File: src/rtl/datapath_mc.sv
// datapath_mc: multi-cycle CPU datapath for the 16-bit ISA with req/ack imem and dmem ports.
// Define DATAPATH_MC_OVF_TRAP_EN to halt with Trap on signed overflow of ADD/SUB/ADDI.
module datapath_mc #(
  parameter int unsigned DATA_W  = 16,
  parameter int unsigned PC_W    = 16,
  parameter int unsigned DADDR_W = 16
) (
  input  logic               Clock,
  input  logic               Reset_n,
  input  logic               Start,
  output logic               ImemReq,
  output logic [PC_W-1:0]    ImemAddr,
  input  logic [15:0]        ImemRdata,
  input  logic               ImemAck,
  output logic               DmemReq,
  output logic               DmemWe,
  output logic [DADDR_W-1:0] DmemAddr,
  output logic [DATA_W-1:0]  DmemWdata,
  input  logic [DATA_W-1:0]  DmemRdata,
  input  logic               DmemAck,
  output logic               Busy,
  output logic               Halted,
  output logic               Trap,
  output logic               Retire,
  output logic [PC_W-1:0]    PcOut,
  input  logic [1:0]         DbgRegAddr,
  output logic [DATA_W-1:0]  DbgRegData
);

  typedef enum logic [2:0] {
    StIdle, StFetch, StDecode, StExec, StMem, StWb, StHalt
  } state_e;

  localparam logic [3:0] OpRType = 4'h0;
  localparam logic [3:0] OpAddi  = 4'h1;
  localparam logic [3:0] OpLw    = 4'h2;
  localparam logic [3:0] OpSw    = 4'h3;
  localparam logic [3:0] OpBeq   = 4'h4;
  localparam logic [3:0] OpHalt  = 4'hF;

  state_e              r_state, w_state_d;
  logic [PC_W-1:0]     r_pc;
  logic [15:0]         r_ir;
  logic [DATA_W-1:0]   r_a, r_b, r_alu, r_mdr;
  logic [DATA_W-1:0]   r_rf [4];
  logic                r_retire, w_retire_d;

  logic [3:0]          w_op;
  logic [1:0]          w_rs, w_rt, w_rd, w_funct;
  logic                w_is_rtype, w_known;
  logic [DATA_W-1:0]   w_imm_d, w_opnd_b, w_sum, w_diff, w_alu, w_wb_data;
  logic [PC_W-1:0]     w_imm_pc;
  logic [1:0]          w_wb_dst;
  logic                w_ovf;

  assign w_op       = r_ir[15:12];
  assign w_rs       = r_ir[11:10];
  assign w_rt       = r_ir[9:8];
  assign w_rd       = r_ir[6:5];
  assign w_funct    = r_ir[1:0];
  assign w_imm_d    = {{(DATA_W-8){r_ir[7]}}, r_ir[7:0]};
  assign w_imm_pc   = {{(PC_W-8){r_ir[7]}}, r_ir[7:0]};
  assign w_is_rtype = (w_op == OpRType);
  assign w_known    = (w_op == OpRType) || (w_op == OpAddi) || (w_op == OpLw) ||
                      (w_op == OpSw) || (w_op == OpBeq);

  // Non-R-type operations only ever add the immediate (ADDI and address generation).
  assign w_opnd_b = w_is_rtype ? r_b : w_imm_d;
  assign w_sum    = r_a + w_opnd_b;
  assign w_diff   = r_a - r_b;

  always_comb begin
    w_alu = w_sum;
    if (w_is_rtype) begin
      case (w_funct)
        2'b01:   w_alu = w_diff;
        2'b10:   w_alu = r_a & r_b;
        2'b11:   w_alu = r_a | r_b;
        default: w_alu = w_sum;
      endcase
    end
  end

`ifdef DATAPATH_MC_OVF_TRAP_EN
  logic w_add_ovf, w_sub_ovf, w_trap_d, r_trap;
  assign w_add_ovf = (r_a[DATA_W-1] == w_opnd_b[DATA_W-1]) && (w_sum[DATA_W-1] != r_a[DATA_W-1]);
  assign w_sub_ovf = (r_a[DATA_W-1] != r_b[DATA_W-1]) && (w_diff[DATA_W-1] != r_a[DATA_W-1]);
  assign w_ovf     = ((w_op == OpAddi) && w_add_ovf) ||
                     (w_is_rtype && (((w_funct == 2'b00) && w_add_ovf) ||
                                     ((w_funct == 2'b01) && w_sub_ovf)));
  assign w_trap_d  = (r_state == StExec) && w_ovf;

  always_ff @(posedge Clock or negedge Reset_n) begin
    if (!Reset_n)      r_trap <= 1'b0;
    else if (w_trap_d) r_trap <= 1'b1;
  end
  assign Trap = r_trap;
`else
  assign w_ovf = 1'b0;
  assign Trap  = 1'b0;
`endif

  always_comb begin
    w_state_d  = r_state;
    w_retire_d = 1'b0;
    case (r_state)
      StIdle:   if (Start) w_state_d = StFetch;
      StFetch:  if (ImemAck) w_state_d = StDecode;
      StDecode: begin
        if (w_op == OpHalt) w_state_d = StHalt;
        else if (w_known)   w_state_d = StExec;
        else begin
          w_state_d  = StFetch;
          w_retire_d = 1'b1;
        end
      end
      StExec: begin
        if (w_ovf)                               w_state_d = StHalt;
        else if ((w_op == OpLw) || (w_op == OpSw)) w_state_d = StMem;
        else if (w_op == OpBeq) begin
          w_state_d  = StFetch;
          w_retire_d = 1'b1;
        end else                                 w_state_d = StWb;
      end
      StMem: begin
        if (DmemAck) begin
          if (w_op == OpLw) w_state_d = StWb;
          else begin
            w_state_d  = StFetch;
            w_retire_d = 1'b1;
          end
        end
      end
      StWb: begin
        w_state_d  = StFetch;
        w_retire_d = 1'b1;
      end
      StHalt:  w_state_d = StHalt;
      default: w_state_d = StIdle;
    endcase
  end

  always_ff @(posedge Clock or negedge Reset_n) begin
    if (!Reset_n) r_state <= StIdle;
    else          r_state <= w_state_d;
  end

  assign w_wb_dst  = w_is_rtype ? w_rd : w_rt;
  assign w_wb_data = (w_op == OpLw) ? r_mdr : r_alu;

  always_ff @(posedge Clock or negedge Reset_n) begin
    if (!Reset_n) begin
      r_pc     <= '0;
      r_ir     <= '0;
      r_a      <= '0;
      r_b      <= '0;
      r_alu    <= '0;
      r_mdr    <= '0;
      r_retire <= 1'b0;
      for (int i = 0; i < 4; i++) r_rf[i] <= '0;
    end else begin
      r_retire <= w_retire_d;
      case (r_state)
        StFetch: begin
          if (ImemAck) begin
            r_ir <= ImemRdata;
            r_pc <= r_pc + PC_W'(1);
          end
        end
        StDecode: begin
          r_a <= r_rf[w_rs];
          r_b <= r_rf[w_rt];
        end
        StExec: begin
          r_alu <= w_alu;
          // PC already points past the branch, so the target is PC+1+imm overall.
          if ((w_op == OpBeq) && (r_a == r_b)) r_pc <= r_pc + w_imm_pc;
        end
        StMem:   if (DmemAck && (w_op == OpLw)) r_mdr <= DmemRdata;
        StWb:    r_rf[w_wb_dst] <= w_wb_data;
        default: ;
      endcase
    end
  end

  assign ImemReq    = (r_state == StFetch);
  assign ImemAddr   = r_pc;
  assign PcOut      = r_pc;
  assign DmemReq    = (r_state == StMem);
  assign DmemWe     = (r_state == StMem) && (w_op == OpSw);
  assign DmemAddr   = r_alu[DADDR_W-1:0];
  assign DmemWdata  = r_b;
  assign Busy       = (r_state != StIdle) && (r_state != StHalt);
  assign Halted     = (r_state == StHalt);
  assign Retire     = r_retire;
  assign DbgRegData = r_rf[DbgRegAddr];

endmodule

File: config.mk
export PLATFORM = sky130hd
export DESIGN_NAME = datapath_mc
export DESIGN_NICKNAME = d
export VERILOG_FILES = /design/src/rtl/datapath_mc.sv
export SDC_FILE = /design/constraint.sdc
export NUM_CORES = 1
export LEC_CHECK = 0
export ABC_AREA = 1
export BUFFER_PORTS_ARGS = -buffer_cell sky130_fd_sc_hd__buf_2
export CAP_MARGIN = 10
export CORE_ASPECT_RATIO = 1.5
export CORE_MARGIN = 4
export CORE_UTILIZATION = 30
export DETAILED_ROUTE_END_ITERATION = 10
export SLEW_MARGIN = 20
export SYNTH_ARGS = -nofsm -noshare
export SYNTH_HDL_FRONTEND = slang
export SYNTH_SLANG_ARGS = --single-unit
File: constraint.sdc
create_clock -name Clock -period 2.3 [get_ports Clock]
set_input_delay 0.46 -clock Clock [delete_from_list [all_inputs] [get_ports Clock]]
set_output_delay 0.46 -clock Clock [all_outputs]
set_load 0.01 [all_outputs]
==> summary.md, run 1 <==
| Metric | Value |
|---|---|
| Wire per inst | 18.1 um |
| Flops & latches, synth | 164 |
| Worst path bufs/invs | 1 |
| Net Count, Synth | 1665 |
| Yosys top cell area share | 36.1% |
| Share of cells above drive strength 1 | 24.0% |
| Critical path startpoint category | flop |
| DRT iter0 DRCs | 825 |
| Worst-margin pin slew | 728 ps |
| Asr flop ratio synth | 100% |
| P_leak | 7.20 nW |
| DRC | 0 |
| Slew margin rel. | 51.2% |
| Crit-path cells | nor2_4, nand2_4, clkbuf_16, nand2_1, o21ai_1, ha_2, fa_2, nand3_2, nand2_2, nand2_2, nand2_4, nand2_2, a21o_1, nand3_1, nand3_1, nand2_1 |
| Peak supply drop | 0.000694 V |
| First-pass GRT wire length | 62.2 mm |
| Peak Freq | 0.427 GHz |
| Slew Limit Fails | 0 |
| Fin nets | 1860 |
| Routability cong. | 0.929 |
| Final Skew | 7.87 ps |
| Die area | 41200 um^2 |
| Syn Std Cell Area | 11400 um^2 |
| 1st-pass router iterations | 5 |
| DR vias | 11374 |
| Synth Area per Inst | 7.37 um^2 |
| Required @ worst endpoint | 2640 ps |
| Routed Antenna Nets | 0 |
| Cells after Synth | 1544 |
| GRT Util Overall | 19.2% |
| Die Ht | 247 um |
| Total routed wirelength | 40.5 mm |
| Clk sinks | 164 |
| IO buf count | 124 |
| Hpwl dp | 30.9 mm |
| Most used DFF post-synth | dfrtp_1 |
| Grt ovf | 0 |
| Min-delay worst type | input port to flop |
| Top area cells in the synthesized netlist | dfrtp_1 36%, nand2_1 11%, o21ai_0 11% |
| Pre-CTS setup slack | -95.7 ps |
| Largest net degree at the start of global routing | 67 |
| RSZ-0062 raised after global routing | true |
| Number of synthesized flops with an enable pin | 0 |
| TritonCTS buffer count | 17 |
| Via density | 5.08 |
| WS Path Type | flop to flop |
| Setup violations, final | 5 |
| Crit path from | r_ir[12]$_DFFE_PN0P_ |
| Leading area contributor after synthesis | dfrtp_1 |
| Most frequent CP cell | nand2_2 |
| Worst-path maximum fanout | 11 |
| Setup TNS Final | -150 ps |
| ANT cells | 0 |
| Fillers | 3876 |
| CTS tree | done |
| Tcrit/Tclk final | 102% |
| Worst path slowest cell | dfrtp_1 |
| Initial antenna violation count | 1 |
| Root buf cell | clkbuf_16 |
| Cell Pwr Density | 1460 nW/um^2 |
| Area Growth Syn to Fin | 27.0% |
| Worst setup margin | -41.7 ps |
| Worst r2r src | r_ir[12]$_DFFE_PN0P_ |
| Row count | 87 |
| Cell family with most CP delay | simple AND/OR/NAND/NOR gates |
| Post-route insts no fill | 2241 |
| Failing checks | negative setup slack |
| Max_cap viols | 0 |
| Boundary Pins | 126 |
| Setup crit end kind | flop |
| Post-Place Cells | 2195 |
| Warnings from Yosys | 0 |
| H-tree levels | 4 |
| Distinct cells, synth | 44 |
| Clk Latency, worst-skew pair | 450 ps |
| Final Hold Fails | 0 |
| Max stage delay on crit path | 410 ps |
| Die X | 167 um |
| Core area | 37600 um^2 |
| Clock transition at path regs | 70 ps |
| Critical path arrival | 2680 ps |
| Vias in the first global route | 11189 |
| Sequential share of the synthesized area | 36.1% |
| Hold Startpoint | DmemRdata[8] |
| Initial core utilization | 30.3% |
| CTS Buffer Depth | 2 |
| Fin crit period | 2340 ps |
| Outcome | finished with violations |
[per-layer routing]
layer	vias up	GRT usage, %	part of all wire (%)	wire [um]
li1	5482	-	-	-
met1	5355	22.0	39	15700
met2	412	34.2	51	20500
met3	125	2.54	4.7	1900
met4	0	10.5	6.0	2410
met5	-	0	0	0
[worst reg2reg max path, stage by stage (launching register included)]
cell and delay [ps]:
dfrtp_1 410, nor2_4 160, nand2_4 120, clkbuf_16 200, nand2_1 60, o21ai_1 70
ha_2 200, fa_2 350, nand3_2 80, nand2_2 70, nand2_2 80, nand2_4 70
nand2_2 70, a21o_1 100, nand3_1 50, nand3_1 90, nand2_1 50
[final timing paths]
path                       depth (start not counted)  slack, ps                        to
setup / recovery                                  16        -40  DmemAddr[10]$_DFFE_PN0N_
min in group asynchronous                          2        520      r_mdr[3]$_DFFE_PN0P_
hold / removal                                     3        220      r_mdr[8]$_DFFE_PN0P_
max in group asynchronous                          3       1090   ImemAddr[3]$_DFFE_PN0P_
setup reg to reg                                  16        -40  DmemAddr[10]$_DFFE_PN0N_
hold reg to reg                                    1        540      r_rf[30]$_DFFE_PN0P_
[sequential cells by signal (all words and copies together) (netlist names)]
name and flops:
Retire 1, r_a 16, r_mdr 16, DmemAddr 16
r_ir 16, DmemWdata 16, r_state 3, r_rf 64
ImemAddr 16
[area by class of cell]
class | count | area (um^2) | area share, %
inverters | 173 | 651 | 4.50
clock buffers | 20 | 447 | 3.09
flip-flops and latches | 164 | 4110 | 28.4
well taps | 489 | 612 | 4.23
clock inverters | 12 | 130 | 0.901
multi-input cells | 1124 | 6650 | 46.0
repair buffers | 259 | 1850 | 12.8
[Yosys cell counts, drive strengths merged, types with 3 or more instances]
library cell and count:
nand3 67, nand3b 5, o21bai 4, a21oi 143
ha 79, a31oi 7, nor3 10, fa 3
inv 169, clkinv 4, a211oi 3, nor2 128
mux2 49, nand4 6, dfrtp 164, o22ai 3
o21ai 245, xor2 6, a311oi 9, o211ai 5
clkbuf 58, nand2 334, buf 25, xnor2 6
[logic make-up after synthesis]
kind of cell             Yosys count  share of synthesized area (%)
flip-flops                       164                           36.1
XOR/XNOR                          12                          0.924
AO/OA/AOI/OAI                    425                           19.6
buffers and inverters            256                           9.26
other                              1                         0.0330
multiplexers                      49                           4.85
AND/OR/NAND/NOR                  555                           20.0
adder cells (fa/ha/maj)           82                           9.21
[per-stage QoR]
| step | hold WS, ps | total power [mW] | util, % | instance area (um^2) |
|---|---|---|---|---|
| after detailed placement | 435 | 17.1 | 35.5 | 13300 |
| after global placement | 432 | 16.9 | 35.5 | 13300 |
| after CTS | 198 | 20.2 | 37.3 | 14000 |
| final | 216 | 21.1 | 38.5 | 14400 |
| after floorplan | 164 | 12.2 | - | 11400 |
| after global routing | 214 | 22.9 | 38.5 | 14400 |
[what timing repair did]
item / in CTS / in global routing
endpoints found under the setup margin: 10 / 39
gates cloned: 0 / 2
endpoints found under the hold margin: 45 / 0
setup buffers: 2 / 9
hold buffers: 1 / 0
pin swaps: 6 / 31
gates resized for setup: 17 / 98
[power by group]
group	switching, mW	total (mW)	internal (mW)
clock	1.24	2.87	1.63
sequential	0.997	4.94	3.94
combinational	8.01	13.3	5.29
[placed cells by master, fill, tap and decap left out, types with 5 or more instances in the layout]
cell       synthesis  final
nor2_4             1      5
ha_1              79     66
xnor2_1            6      6
nand2_4            0      6
o211ai_1           5      5
a31oi_1            7      7
nand3_1           67     63
nor2_2             1     14
clkinv_2           0      5
o21ai_2            1      5
nor2_1           126    109
nand2_2            1     15
a21oi_1          143    119
a21oi_2            0     23
o21ai_0          241    219
inv_2              5      8
nand4_1            6      6
a311oi_1           9      9
buf_12             0     13
nand3b_1           5      5
xor2_1             6      6
inv_1            164    161
o21ai_1            2     18
ha_4               0      9
buf_2              2    123
nand2_1          333    313
mux2_1            25     25
nor3_1             6      5
mux2_2            24     24
clkbuf_16          0     19
buf_4             18    116
dfrtp_1          164    163
No activity file was read; power rests on OpenSTA's default activity.
==> inputs of run 2 (changes only) <==
ABC_AREA = not set   (was 1)
==> summary.md, run 2 <==
| Metric | Value |
|---|---|
| Boundary Pins | 126 (unchanged) |
| Die area | 39700 um^2 (-3.7%) |
| Net Count, Synth | 1281 (-23%) |
| Cell Pwr Density | 1600 nW/um^2 (+9.3%) |
| Critical path startpoint category | flop |
| Slew margin rel. | 61.2% (+10 points) |
| Vias in the first global route | 10358 (-7.4%) |
| Failing checks | negative setup slack |
| Max_cap viols | 0 (unchanged) |
| Asr flop ratio synth | 100% (unchanged) |
| Worst-path maximum fanout | 6 (-5) |
| Area Growth Syn to Fin | 44.0% |
| Hold Startpoint | ImemRdata[9] |
| Top post-synthesis cells by count | 164 x dfrtp_1, 150 x nand2_1, 122 x o21ai_0 |
| CTS tree | done |
| Final Util | 43.9% (+5.4 points) |
| Flop2flop setup slack | -610 ps (-560 ps) |
| Yosys top cell area share | 37.5% (+1.4 points) |
| Reg2reg end | DmemAddr[8]$_DFFE_PN0N_ |
| Setup violations, final | 25 (+20) |
| Storage cell area | 4110 um^2 (about the same) |
| Pre-CTS setup slack | -678 ps (-582 ps) |
| Syn Std Cell Area | 10900 um^2 (-3.8%) |
| RSZ-0062 raised after global routing | true |
| DR vias | 10168 (-11%) |
| Tcrit/Tclk final | 126% (+25 points) |
| Critical path arrival | 3230 ps (+550 ps) |
| Die X | 164 um (-1.8%) |
| Number of synthesized flops with an enable pin | 0 (unchanged) |
| Via density | 5.05 (-0.48%) |
| Max reg flops | 64 (unchanged) |
| Clk sinks | 164 (unchanged) |
| TritonCTS buffer count | 17 (unchanged) |
| Wire per inst | 18.4 um (+1.8%) |
| Final Skew | 7.40 ps (-0.466 ps) |
| Worst setup margin | -606 ps (-565 ps) |
| Peak Freq | 0.344 GHz (-19%) |
| FF-to-FF path depth | 12 (-4) |
| DRC | 0 (unchanged) |
| Most common cell after layout, fill and taps aside | buf_4 |
| Initial antenna violation count | 0 (-1) |
| Footprint of the multi-input gates | 7130 um^2 (+7.2%) |
| Distinct cells, synth | 71 (+61%) |
| Most used DFF post-synth | dfrtp_1 |
| DRT iter0 DRCs | 636 (-23%) |
| Row count | 85 (-2.3%) |
| P_leak | 7.22 nW (+0.25%) |
| Worst r2r src | r_ir[14]$_DFFE_PN0P_ |
| Worst-margin pin slew | 582 ps (-145 ps) |
| Core area | 35900 um^2 (-4.3%) |
| Most frequent cells in the layout | 251 x buf_4, 161 x dfrtp_1, 143 x nand2_1 |
| Routed Antenna Nets | 0 (unchanged) |
| Fillers | 3449 (-11%) |
| Root buf cell | clkbuf_16 |
| Leading area contributor after synthesis | dfrtp_1 |
| Cell with the most instances after synthesis | dfrtp_1 |
| H-tree levels | 4 (unchanged) |
| CTS Buffer Depth | 2 (unchanged) |
| Top area cells in the synthesized netlist | dfrtp_1 37%, mux4_2 9.9%, ha_1 9.0% |
| Worst Hold End | r_ir[9]$_DFFE_PN0P_ |
| First-pass GRT wire length | 57.4 mm (-7.7%) |
| Setup crit end kind | flop |
| Clk Latency, worst-skew pair | 450 ps (about the same) |
| Min-delay worst type | input port to flop |
| Setup TNS Final | -9230 ps (-9080 ps) |
| Clock transition at path regs | 70 ps (about the same) |
| GRT Util Overall | 18.5% (-0.63 points) |
| Largest net degree at the start of global routing | 65 (-3.0%) |
| Final Hold Fails | 0 (unchanged) |
| Biggest register | r_rf |
| Fin nets | 1643 (-12%) |
| Sequential share of the synthesized area | 37.5% (+1.4 points) |
| ANT cells | 0 (unchanged) |
| Hpwl dp | 27.7 mm (-10%) |
| Slew Limit Fails | 0 (unchanged) |
| Hold Path Depth | 3 (unchanged) |
| Required @ worst endpoint | 2620 ps (-20 ps) |
| Share of cells above drive strength 1 | 43.5% (+20 points) |
| Synth Area per Inst | 9.44 um^2 (+28%) |
| Flops & latches, synth | 164 (unchanged) |
| Warnings from Yosys | 0 (unchanged) |
| Routability cong. | 0.886 (-4.6%) |
| Peak supply drop | 0.000718 V (+3.5%) |
| Outcome | finished with violations |
| Die Ht | 242 um (-1.9%) |
| IO buf count | 124 (unchanged) |
| 1st-pass router iterations | 6 (+1) |
| Fin crit period | 2910 ps (+565 ps) |
| WS Path Type | flop to flop |
| Grt ovf | 0 (unchanged) |
| Initial core utilization | 30.5% (+0.15 points) |
| Cells after Synth | 1160 (-25%) |
| Total routed wirelength | 37.0 mm (-8.6%) |
run 2: cell types whose count changed in the layout (fill, tap and decap cells not counted), sizes merged, moves of 12 or more:
cell / before / now
o21ai: 245 / 125
buf: 256 / 419
mux4: 0 / 48
o31ai: 0 / 14
nand3: 67 / 17
nand2: 334 / 151
xnor2: 6 / 20
nor2b: 0 / 12
a21oi: 143 / 102
mux2i: 0 / 22
mux2: 49 / 21
a21o: 2 / 14
inv: 170 / 60
nor2: 128 / 101
run 2: cell families (layout without fill, tap and decap cells):
kind of cell    count (synthesis)  count (layout)  share of synthesized area (%)
flops                         164             164                           37.5
fa+ha+maj                      82              82                           9.58
simple gates                  352             353                           14.6
other cells                     1               1                         0.0343
compound gates                311             311                           16.5
mux                            91              91                           14.0
xor+xnor                       29              29                           2.32
buf+inv                       130             504                           5.43
run 2: cell type report:
type / count / area share, %
repair buffers: 420 / 20.0
clock buffers: 20 / 2.83
clock inverters: 12 / 0.841
well taps: 478 / 3.79
multi-input cells: 867 / 45.2
inverters: 52 / 1.29
flip-flops and latches: 164 / 26.1
run 2: metal layers:
layer  GRT usage, %  wire [um]
met5              0          0
met4           6.96       1250
met3           2.71       1090
met2           33.7      19800
met1           21.8      14800
run 2: power by group:
group	switching [mW]	internal (mW)	total [mW]
clock	1.35	1.56	2.92
combinational	8.32	8.56	16.9
sequential	1.20	4.17	5.36
total	10.9	14.3	25.2
run 2: worst max-delay path, cell delays in order (launching register included):
cell      delay (ps)
dfrtp_2          430
or4_4            640
buf_6            160
nand2_2           60
o21ai_2           50
ha_1             310
a21oi_2          170
nand2_2          110
o21ai_2          190
a21boi_2          70
or3_1            310
a32oi_1          180
o31ai_1           90
run 2: worst max path at each step:
stage                               startpoint                        to  slack (ps)  depth (start not counted)
final                     r_ir[14]$_DFFE_PN0P_   DmemAddr[8]$_DFFE_PN0N_        -610                         12
after global routing      r_ir[14]$_DFFE_PN0P_   DmemAddr[7]$_DFFE_PN0N_        -720                         12
after CTS                 r_ir[12]$_DFFE_PN0P_   DmemAddr[8]$_DFFE_PN0N_        -590                         13
after detailed placement  r_ir[14]$_DFFE_PN0P_  DmemAddr[15]$_DFFE_PN0N_        -680                         14
after global placement    r_ir[13]$_DFFE_PN0P_  DmemAddr[13]$_DFFE_PN0N_        -600                         11
after floorplan           r_ir[14]$_DFFE_PN0P_   DmemAddr[8]$_DFFE_PN0N_        -580                         13
run 2: timing repair:
action                                  4_1_cts  5_1_grt
resized for setup                           106       83
pin swaps                                    58       55
endpoints found under the setup margin       31       34
endpoints found under the hold margin        19        0
buffers inserted                             35       11
hold buffers                                  1        0
gates cloned                                  2        0
run 2: through the flow:
step / area, um^2 / std cells / power, mW / hold slack (ps)
after global routing: 15800 / 2013 / 26.9 / 207
after global placement: 14000 / 1938 / 19.5 / 459
after detailed placement: 14000 / 1938 / 19.7 / 463
after CTS: 15300 / 2006 / 24.2 / 187
after floorplan: 11100 / 1160 / 13.5 / 164
final: 15800 / 2013 / 25.2 / 203
==> inputs of run 3 (changes only) <==
CAP_MARGIN = not set   (was 10)
CORE_MARGIN = not set   (was 4)
==> summary.md, run 3 (synthesis gave the netlist of run 2 again) <==
| Metric | Value |
|---|---|
| Outcome | finished with violations |
| Failing checks | negative setup slack |
| Setup crit end kind | flop |
| Cell Int Power | 14.6 mW (+2.2%) |
| FF-to-FF path depth | 15 (+3) |
| Max_cap viols | 0 (unchanged) |
| Die X | 158 um (-3.7%) |
| Initial core utilization | 30.5% (unchanged) |
| Peak supply drop | 0.000700 V (-2.5%) |
| Critical path arrival | 3190 ps (-40 ps) |
| Post-route insts no fill | 2011 (-0.099%) |
| Peak Freq | 0.350 GHz (+1.8%) |
| Footprint of the multi-input gates | 7350 um^2 (+3.0%) |
| Total power draw | 25.7 mW (+2.0%) |
| Fillers | 3398 (-1.5%) |
| Most frequent cells in the layout | 255 x buf_4, 161 x dfrtp_1, 137 x nand2_1 |
| Worst setup margin | -555 ps (+51.2 ps) |
| Hold Path Depth | 3 (unchanged) |
| Clk Latency, worst-skew pair | 460 ps (about the same) |
| Final Hold Fails | 0 (unchanged) |
| Reg2reg end | DmemAddr[6]$_DFFE_PN0N_ |
| Max reg flops | 64 (unchanged) |
| WS Path Type | flop to flop |
| DR vias | 10255 (+0.86%) |
| Biggest register | r_rf |
| Wire per inst | 18.7 um (+1.6%) |
| Worst Hold End | r_ir[7]$_DFFE_PN0P_ |
| Share of cells above drive strength 1 | 45.2% (+1.7 points) |
| Worst-path maximum fanout | 8 (+2) |
| Worst r2r src | r_ir[14]$_DFFE_PN0P_ |
| Fin crit period | 2860 ps (-51.2 ps) |
| Hold Startpoint | ImemRdata[7] |
| Vias in the first global route | 10250 (-1.0%) |
| Routability cong. | 0.989 (+12%) |
| H-tree levels | 4 (unchanged) |
| DRT iter0 DRCs | 676 (+6.3%) |
| Clk pwr share | 12.0% (+0.4 points) |
| Switching pwr | 11.1 mW (+1.9%) |
| Crit path from | r_ir[14]$_DFFE_PN0P_ |
| Critical path startpoint category | flop |
| Initial antenna violation count | 0 (unchanged) |
| ANT cells | 0 (unchanged) |
| 1st-pass router iterations | 6 (unchanged) |
| Flop2flop setup slack | -560 ps (+50 ps) |
| Storage cell area | 4110 um^2 (unchanged) |
| Grt ovf | 0 (unchanged) |
| Via density | 5.10 (+0.96%) |
| Worst hold slack | 197 ps (-6.16 ps) |
| Comb pwr share | 67.1% (about the same) |
| Tcrit/Tclk final | 124% (-2.2 points) |
| Clk sinks | 164 (unchanged) |
| Worst-margin pin slew | 535 ps (-47.5 ps) |
| GRT Util Overall | 20.0% (+1.5 points) |
| Die area | 37300 um^2 (-6.0%) |
| IO buf count | 124 (unchanged) |
| TritonCTS buffer count | 17 (unchanged) |
| Final Skew | 11.4 ps (+4.05 ps) |
| Boundary Pins | 126 (unchanged) |
| Cell Pwr Density | 1600 nW/um^2 (+0.38%) |
| Core area | 35900 um^2 (unchanged) |
| DRC | 0 (unchanged) |
| Die Ht | 236 um (-2.5%) |
| First-pass GRT wire length | 56.1 mm (-2.2%) |
| RSZ-0062 raised after global routing | true |
| Hpwl dp | 27.4 mm (-1.1%) |
| Routed Antenna Nets | 0 (unchanged) |
| Sw Ratio | 43.1% (-0.075 points) |
| P_leak | 7.24 nW (+0.31%) |
| Setup TNS Final | -9230 ps (+5.85 ps) |
| Most common cell after layout, fill and taps aside | buf_4 |
| Required @ worst endpoint | 2640 ps (+20 ps) |
| Slew Limit Fails | 0 (unchanged) |
| Row count | 85 (unchanged) |
| Total routed wirelength | 37.6 mm (+1.5%) |
| Slew margin rel. | 64.4% (+3.2 points) |
| Fin nets | 1641 (-0.12%) |
| Post-Place Cells | 1925 (-0.67%) |
| Min-delay worst type | input port to flop |
| Sequential power share | 20.9% (-0.4 points) |
| Largest net degree at the start of global routing | 51 (-22%) |
| CTS Buffer Depth | 2 (unchanged) |
| Clock transition at path regs | 70 ps (about the same) |
| Setup violations, final | 29 (+16%) |
| Root buf cell | clkbuf_16 |
| Area Growth Syn to Fin | 46.4% |
| CTS tree | done |
-- run 3: changes by cell type in the layout (fill, tap and decap cells not counted), sizes merged --
cell and change:
buf -3, clkinvlp +1, bufinv +2, clkbuf +5
or4 -1, inv -6
-- run 3: power by group through the flow --
stage	clock [mW]	combinational, mW	sequential [mW]
3_5_place_dp	0	14.2	5.34
6_report	3.07	17.2	5.38
5_1_grt	3.22	18.6	5.54
4_1_cts	3.13	15.7	5.30
2_1_floorplan	0	8.21	5.27
3_3_place_gp	0	14.1	5.23
-- run 3: worst max path at each step --
stage                               end  cells after the start  slack [ps]
2_1_floorplan   DmemAddr[8]$_DFFE_PN0N_                     13        -580
6_report        DmemAddr[6]$_DFFE_PN0N_                     15        -560
3_3_place_gp   DmemAddr[14]$_DFFE_PN0N_                     11        -600
3_5_place_dp   DmemAddr[12]$_DFFE_PN0N_                     11        -620
5_1_grt         DmemAddr[7]$_DFFE_PN0N_                     12        -650
4_1_cts         DmemAddr[6]$_DFFE_PN0N_                     15        -490
-- run 3: repair_timing --
item / in CTS / in global routing
resized for setup: 113 / 111
hold endpoints to repair: 46 / 0
buffers inserted: 29 / 24
hold buffers: 1 / 0
gates cloned: 0 / 3
pin swaps: 63 / 69
setup endpoints to repair: 31 / 48
-- run 3: per-stage QoR --
step | area (um^2) | util (%) | setup slack, ps
global route | 16000 | 44.6 | -655
detailed placement | 13900 | 38.6 | -625
CTS | 15200 | 42.4 | -486
finish | 16000 | 44.6 | -555
floorplan | 11100 | - | -580
global placement | 13900 | 38.6 | -595
-- run 3: worst max-delay path, stage by stage, from the launching register on --
cell and delay, ps:
dfrtp_2 410, or4_4 640, buf_12 190, nand2_2 80, o21ai_4 80, ha_4 300
nand3_4 80, nor2_4 180, o21ai_2 90, buf_4 130, buf_4 130, buf_4 120
buf_4 120, nand2_2 70, o2bb2ai_2 90, a31oi_1 50
-- run 3: area by class of cell --
class                           instances  area share [%]
Tap cell                              478            3.73
Inverter                               52            1.31
Clock inverter                          9           0.874
Timing Repair Buffer                  419            19.6
Sequential cell                       164            25.6
Multi-Input combinational cell        866            45.8
Clock buffer                           23            2.98
-- run 3: layer usage --
layer  part of all wire [%]  GRT usage [%]  wire (um)
met1                     39           22.5      14500
met3                    3.4           2.76       1280
met4                    4.1           9.03       1520
met5                      0              0          0
met2                     54           36.6      20200
